--- src/rtl/zeroheti_bus_arb.sv ---
// zeroHETI system-bus interconnect: two OBI masters, round-robin arbitration,
// region decode onto seven slaves, one outstanding transaction, local error responses.

package zeroheti_pkg;

  localparam int unsigned NumRegions = 7;

  typedef struct packed {
    logic [31:0] base;
    logic [31:0] last;
  } addr_rule_t;

  typedef addr_rule_t [NumRegions-1:0] addr_map_t;

  // Half-open regions [base, last); index order is dbg, imem, dmem, hetic, uart, mtimer, ext
  localparam addr_map_t AddrMap = '{
    0: '{base: 32'h0000_0000, last: 32'h0000_1000},
    1: '{base: 32'h0000_1000, last: 32'h0000_5000},
    2: '{base: 32'h0000_5000, last: 32'h0000_9000},
    3: '{base: 32'h0000_9000, last: 32'h0000_A000},
    4: '{base: 32'h0000_A000, last: 32'h0000_A100},
    5: '{base: 32'h0000_A100, last: 32'h0000_A114},
    6: '{base: 32'h0001_0000, last: 32'hFFFF_FFFF}
  };

endpackage

module zeroheti_bus_arb #(
  parameter zeroheti_pkg::addr_map_t AddrMap = zeroheti_pkg::AddrMap,
  parameter int unsigned NumMst = 2,
  parameter int unsigned NumSlv = 7
) (
  input  logic                          clk_i,
  input  logic                          rst_i,
  input  logic [NumMst-1:0]             m_req_i,
  input  logic [NumMst-1:0][31:0]       m_addr_i,
  input  logic [NumMst-1:0]             m_we_i,
  input  logic [NumMst-1:0][3:0]        m_be_i,
  input  logic [NumMst-1:0][31:0]       m_wdata_i,
  output logic [NumMst-1:0]             m_gnt_o,
  output logic [NumMst-1:0]             m_rvalid_o,
  output logic [NumMst-1:0][31:0]       m_rdata_o,
  output logic [NumMst-1:0]             m_err_o,
  output logic [NumSlv-1:0]             s_req_o,
  output logic [31:0]                   s_addr_o,
  output logic                          s_we_o,
  output logic [3:0]                    s_be_o,
  output logic [31:0]                   s_wdata_o,
  input  logic [NumSlv-1:0]             s_gnt_i,
  input  logic [NumSlv-1:0]             s_rvalid_i,
  input  logic [NumSlv-1:0][31:0]       s_rdata_i
);

  localparam int unsigned SlvIdxW = $clog2(NumSlv);

  typedef enum logic [1:0] {IDLE, WAIT, ERR} state_e;

  state_e               state_q;
  logic                 lock_q;
  logic                 lock_mst_q;
  logic                 last_q;
  logic                 lat_mst_q;
  logic [SlvIdxW-1:0]   lat_slv_q;

  logic                 sel;
  logic                 hit;
  logic                 hs;
  logic [SlvIdxW-1:0]   dec;

  // Locked master first, then round-robin against the last granted master
  always_comb begin : arb
    if (lock_q) begin
      sel = lock_mst_q;
    end else if (&m_req_i) begin
      sel = ~last_q;
    end else begin
      sel = m_req_i[1];
    end
  end

  // First matching region wins
  always_comb begin : decode
    hit = 1'b0;
    dec = '0;
    for (int unsigned i = 0; i < NumSlv; i++) begin
      if (!hit && (m_addr_i[sel] >= AddrMap[i].base) && (m_addr_i[sel] < AddrMap[i].last)) begin
        hit = 1'b1;
        dec = SlvIdxW'(i);
      end
    end
  end

  assign s_addr_o  = m_addr_i[sel];
  assign s_we_o    = m_we_i[sel];
  assign s_be_o    = m_be_i[sel];
  assign s_wdata_o = m_wdata_i[sel];

  always_comb begin : outputs
    s_req_o    = '0;
    m_gnt_o    = '0;
    m_rvalid_o = '0;
    m_err_o    = '0;
    m_rdata_o  = '0;
    case (state_q)
      IDLE: begin
        if (m_req_i[sel]) begin
          if (hit) begin
            s_req_o[dec] = 1'b1;
            m_gnt_o[sel] = s_gnt_i[dec];
          end else begin
            m_gnt_o[sel] = 1'b1;
          end
        end
      end
      WAIT: begin
        if (s_rvalid_i[lat_slv_q]) begin
          m_rvalid_o[lat_mst_q] = 1'b1;
          m_rdata_o[lat_mst_q]  = s_rdata_i[lat_slv_q];
        end
      end
      ERR: begin
        m_rvalid_o[lat_mst_q] = 1'b1;
        m_err_o[lat_mst_q]    = 1'b1;
      end
      default: ;
    endcase
  end

  assign hs = |m_gnt_o;

  always_ff @(posedge clk_i or posedge rst_i) begin
    if (rst_i) begin
      state_q    <= IDLE;
      lock_q     <= 1'b0;
      lock_mst_q <= 1'b0;
      last_q     <= 1'b1;
      lat_mst_q  <= 1'b0;
      lat_slv_q  <= '0;
    end else begin
      case (state_q)
        IDLE: begin
          if (hs) begin
            last_q    <= sel;
            lat_mst_q <= sel;
            lat_slv_q <= dec;
            lock_q    <= 1'b0;
            state_q   <= hit ? WAIT : ERR;
          end else if (m_req_i[sel]) begin
            // Hold the forwarded master so slave-side signals stay stable
            lock_q     <= 1'b1;
            lock_mst_q <= sel;
          end
        end
        WAIT: begin
          if (s_rvalid_i[lat_slv_q]) begin
            state_q <= IDLE;
          end
        end
        ERR:     state_q <= IDLE;
        default: state_q <= IDLE;
      endcase
    end
  end

endmodule

--- config.mk ---
export PLATFORM = sky130hd
export DESIGN_NAME = zeroheti_bus_arb
export DESIGN_NICKNAME = d
export VERILOG_FILES = /design/src/rtl/zeroheti_bus_arb.sv
export SDC_FILE = /design/constraint.sdc
export NUM_CORES = 1
export LEC_CHECK = 0
export CORE_AREA = 2 2 204 206
export CTS_CLUSTER_SIZE = 8
export DETAILED_ROUTE_END_ITERATION = 7
export DIE_AREA = 0 0 206 208
export PLACE_DENSITY = 0.49
export SYNTH_ARGS = -nofsm -noshare
export SYNTH_HDL_FRONTEND = slang
export SYNTH_SLANG_ARGS = --single-unit
--- constraint.sdc ---
create_clock -name clk_i -period 3.85 [get_ports clk_i]
set_clock_uncertainty 0.2 [all_clocks]
set_input_delay 0.77 -clock clk_i [delete_from_list [all_inputs] [get_ports clk_i]]
set_output_delay 0.77 -clock clk_i [all_outputs]
set_load 0.01 [all_outputs]
======== Word level (Yosys, flattened, before mapping) ========
Cells that the tools add are included.
cells by class
  $lt $le $gt $ge ......................... 21
  equal/unequal tests ..................... 4
  mux-type cells .......................... 56
  bitwise operators ....................... 4
  reductions and logical operators ........ 30
operators with widths
  cell                  count
  $mux 32               6
  $lt 32x16->1 const B  4
  $mux 64               2
  $bmux 32 s3           1
  $ge 32x16->1 const B  3
  $and 64x64->64        1
  $demux 32 s1          1
  $ge 32x1->1 const B   1
  $ge 32x13->1 const B  1
  $ge 32x15->1 const B  1
  $ge 32x17->1 const B  1
  $lt 32x13->1 const B  1
  $lt 32x15->1 const B  1
  $lt 32x32->1 const B  1
  $mux 1                21
  $mux 7                3
  $mux 2                9
  $logic_and 1x1->1     16
  $mux 3                4
  $lt 3x4->1 const B    2
  $mux 4                2
  $pmux 2 s2            2
  $reduce_and 2->1      4
  $bmux 1 s3            2
  other kinds (15)      25
word-level totals
  register bits after elaboration ......... 9
  word-level logic and storage cells ...... 121

======== Longest topological paths before layout ========
  depth in word-level cells ............... 41
  mapped depth ............................ 10
  depth with buffers taken out ............ 8

======== Worst setup path after synthesis ========
Ideal clock, no wire load.
  kind .................................... input -> output
  from .................................... in m_req_i[1]
  to ...................................... out m_gnt_o[0]
  data arrival time ....................... 2.515 ns
  slack ................................... 0.365 ns
  stages .................................. 9
  cell sequence ........................... a21bo_1 -> o21a_1 -> buf_6 -> mux2_4 -> a222oi_1 -> o22a_2 -> o21ai_2 -> a21oi_4 -> and2_1
on the way
  cells in the longest elaborated chain, start to end .. 38
  elaborated cells between the ends (all ways) .. 64
  those cells by class .................... 16 x order compare; 26 x mux; 1 x bitwise; 21 x reduce/logical
RTL lines
  element                                       RTL line  source
  from (decl)                                   35        input logic [NumMst-1:0] m_req_i,
  $reduce_and 2->1                              74        end else if (&m_req_i) begin
  $mux 1                                        74
  $mux 1                                        72        if (lock_q) begin
  $mux 32 (not written as such) (2 in a row)    86        if (!hit && (m_addr_i[sel] >= AddrMap[i].base) && (m_addr_i[sel] < AddrMap[i].last)) begin
  $ge 32x17->1 or $lt 32x32->1 (tied branches)  86
  $logic_and 1x1->1                             86
  $mux 1                                        86
  $logic_not 1->1                               86
  [20 not listed]                               -
  $logic_and 1x1->1 (2 in a row)                86
  $mux 3                                        86
  $bmux 1 s3                                    109       m_gnt_o[sel] = s_gnt_i[dec];
  $mux 1 (not written as such)                  109
  $and 2x2->2 (no source line)                  -
  $mux 2                                        107       if (hit) begin
  $mux 2 *                                      106       if (m_req_i[sel]) begin
  $mux 2 *                                      104       case (state_q)
  to (decl)                                     40        output logic [NumMst-1:0] m_gnt_o,
Mark *: on every way between the ends. The rest lies on a longest branch, timed or not. The select of a mux whose other input is x is not followed.

======== Worst setup path after layout ========
  from .................................... in m_addr_i[26] (netlist bit)
  to ...................................... out m_gnt_o[0]
on the way
  cells in the longest elaborated chain, start to end .. 35
  elaborated cells between the ends (all ways) .. 54
  those cells by class .................... 14 x order compare; 20 x mux; 1 x bitwise; 19 x reduce/logical
RTL lines
  element                                       RTL line  source
  from (decl)                                   36        input logic [NumMst-1:0][31:0] m_addr_i,
  $mux 32 (not written as such) * (2 in a row)  86
  $ge 32x17->1 or $lt 32x32->1 (tied branches)  86
  $logic_and 1x1->1                             86
  $mux 1                                        86
  $logic_not 1->1                               86
  $logic_and 1x1->1 (2 in a row)                86
  $mux 1                                        86
  $logic_not 1->1                               86
  [16 not listed]                               -
  $logic_and 1x1->1 (2 in a row)                86
  $mux 3                                        86
  $bmux 1 s3                                    109
  $mux 1 (not written as such)                  109
  $and 2x2->2 (no source line)                  -
  $mux 2 *                                      107
  $mux 2 *                                      106
  $mux 2 *                                      104
Marks and branches as above.

==> metrics <==
internal power=0.00183 W; Worst Setup Path Type=in2out; WL/cell=20.9 um; ys async rst share=100%; gr usage total=16.2%; routed vias=7499; Sw Ratio=46.0%; buffer and inverter count on the worst path=2; Die Span Y=208 um; #FFs+latches synth=9; sequential share of power=4.7%; Gate power share=89.7%; Post-DP HPWL=31300 um; Skew-Pair Late Insertion Delay=240 ps; DRT antenna net count=0; worst path cell trace=clkdlybuf4s50_1 > nor4_2 > and4_4 > nand2_2 > o21ai_2 > o22a_4 > o21ai_4 > a21oi_4 > and2_4 > buf_6; H-tree depth=1; commonest non-fill, non-tap cell in the layout=clkdlybuf4s50_1; nets@finish=1629; Adder-Cell Fraction of Synth Area=0.886%; Avg Inst Size Synth=6.58 um2; via count of the first global-routing pass=7974; Worst Setup Start Kind=input pin; CTS Buf Count=3; Overall Power=0.00339 W; Slew HR=70.3%; Post-Synth Simple-Gate Area=38.5%; Worst setup EP type=output port; TritonRoute pass-1 iters=5; Iter 0 DRT Violations=300; Final min period=3790 ps; Sum Neg Setup Slack=0 ps; routability cong.=0.943; final setup vio count=0; multiplexer area fraction after synthesis=29.7%; Port Buf Inserts=525; area grow syn2layout=170%; Max IR drop VDD=0.000216 V; fin. max-slew vios=0; compound-cell area share of the yosys netlist=19.1%; clk sinks=9; largest family of logic cells by synthesized area=simple AND/OR/NAND/NOR gates; Pwr Density=296 nW/um2; initial antenna violation count=3; Synth Flop Type=dfrtp_1; commonest non-fill, non-tap cells in the layout=clkdlybuf4s50_1 (389), nand2_1 (215), buf_4 (108); Worst-Margin Slew=445 ps; syn_nets=1027; crit-path max FO=4; status=finished, final reports clean; largest net degree at the start of global routing=66; CP delay by family, top=simple AND/OR/NAND/NOR gates; Final Util=28.2%; Die Wd=206 um; Hold/Removal Path Class=reg2reg; Core Region=40600 um2; post-synthesis cell type count=56; leakage=5.00 nW; Post-Syn Instances=644; top cells by area, synth=nand2_1 (20%), mux4_2 (18%), mux2_2 (9.6%); max_cap viols=0; share of cells above drive strength 1=25.5%; Fin. Hold Viols=0; die area=42800 um2; Root Driver=clkbuf_16; Yosys Warn Count=0; first-pass GRT wire length=52000 um; cell area after synthesis=4240 um2; post-synthesis xor/xnor area fraction=0%; final wirelength=37200 um; I/O pin count=526; clock power share=5.6%; Residual DRC=0; Congestion Overflow GR=0; Crit path required time=2880 ps; biggest area consumer among synthesized cells=nand2_1; CP arrival=2820 ps; sequential element share of the synthesized area=5.35%; Post-synth EDFFs=0; Sw Pwr=0.00156 W; CP max stage delay=430 ps; Core Rows=74; CTS tree=built; fmax=264 MHz; Max stage delay cell, worst path=clkdlybuf4s50_1; RSZ-0062 raised after global routing=yes; Worst-path clk slew=40 ps; Bufs on Longest Clock Path=2; Vias per Instance=4.22; Final Cycle Share=98.3%; Initial Utilization=10.4%; Synth top area share=19.6%
registers in the layout, summed over array words and instances (netlist names):
signal      cells
lat_slv_q       3
last_q          1
lock_q          1
lock_mst_q      1
state_q         2
lat_mst_q       1
synthesized netlist by cell type (4+ instances only):
library cell / number
mux2i_1: 8
clkbuf_1: 38
and4_1: 4
dfrtp_1: 8
and2_1: 7
mux4_2: 33
o211ai_1: 4
nand4_1: 13
o21ai_0: 39
a221o_1: 33
nor4_1: 11
nand3_1: 8
buf_2: 8
or3_1: 4
a21oi_1: 4
inv_1: 9
buf_1: 8
nor3_1: 13
mux2_2: 36
nand2_1: 221
nor2_1: 79
final cells by class:
class	instances	area, um2
sequential	9	229
inverter	11	41.3
tap	532	666
fill	4452	29100
timing repair buffer	653	6270
antenna	1	2.50
clock buffer	4	78.8
multi-input combinational	568	4160
kinds of logic (layout without fill, tap and decap cells):
| family | count (synthesis) | in the layout |
|---|---|---|
| mux | 79 | 79 |
| other cells | 0 | 1 |
| simple gates | 379 | 379 |
| compound gates | 107 | 107 |
| fa+ha+maj | 3 | 3 |
| buf+inv | 67 | 668 |
| flops | 9 | 9 |
tightest hold or removal path, cell delays in order, from the launching register on:
cell and delay, ps:
dfrtp_1 390, nand2_1 60, nand3_1 80
timing repair:
action	CTS	global route
gates cloned	2	0
endpoints found under the setup margin	138	68
pin swaps	32	35
gates resized for setup	252	97
hold buffers	0	0
buffers inserted	11	3
final timing paths:
check                      depth (start not counted)              startpoint  slack, ps                      to
setup / recovery                                  10            m_addr_i[26]         60              m_gnt_o[0]
max in group asynchronous                          2                   rst_i       2550      last_q$_DFFE_PP1P_
setup reg to reg                                  10      last_q$_DFFE_PP1P_        940      last_q$_DFFE_PP1P_
hold reg to reg                                    2  state_q[0]$_DFFE_PP0P_        370  state_q[0]$_DFFE_PP0P_
hold / removal                                     2  state_q[0]$_DFFE_PP0P_        370  state_q[0]$_DFFE_PP0P_
min in group asynchronous                          2                   rst_i        600   lat_mst_q$_DFFE_PP0P_
stage by stage:
stage,instances,setup slack [ps],area (um2),hold slack [ps]
3_5_place_dp,1758,-804,10800,365
4_1_cts,1775,-157,11300,375
5_1_grt,1778,-45.2,11500,394
2_1_floorplan,644,365,4240,308
6_report,1778,64.9,11500,366
3_3_place_gp,1758,-819,10800,342
metal layers:
metal | global-route usage (%) | share of wire [%] | vias up
met5 | 0 | 0 | -
met1 | 17.6 | 38 | 3536
met3 | 3.12 | 7.3 | 34
met4 | 5.00 | 2.6 | 0
li1 | - | - | 3535
met2 | 31.0 | 52 | 394
power by group through the flow:
stage          logic, W  clock network, W  registers, W
6_report        0.00304          0.000188      0.000159
3_5_place_dp    0.00286                 0      0.000157
4_1_cts         0.00304          0.000191      0.000159
3_3_place_gp    0.00287                 0      0.000155
5_1_grt         0.00325          0.000201      0.000164
2_1_floorplan   0.00106                 0      0.000144
No activity file was read; power rests on OpenSTA's default activity.
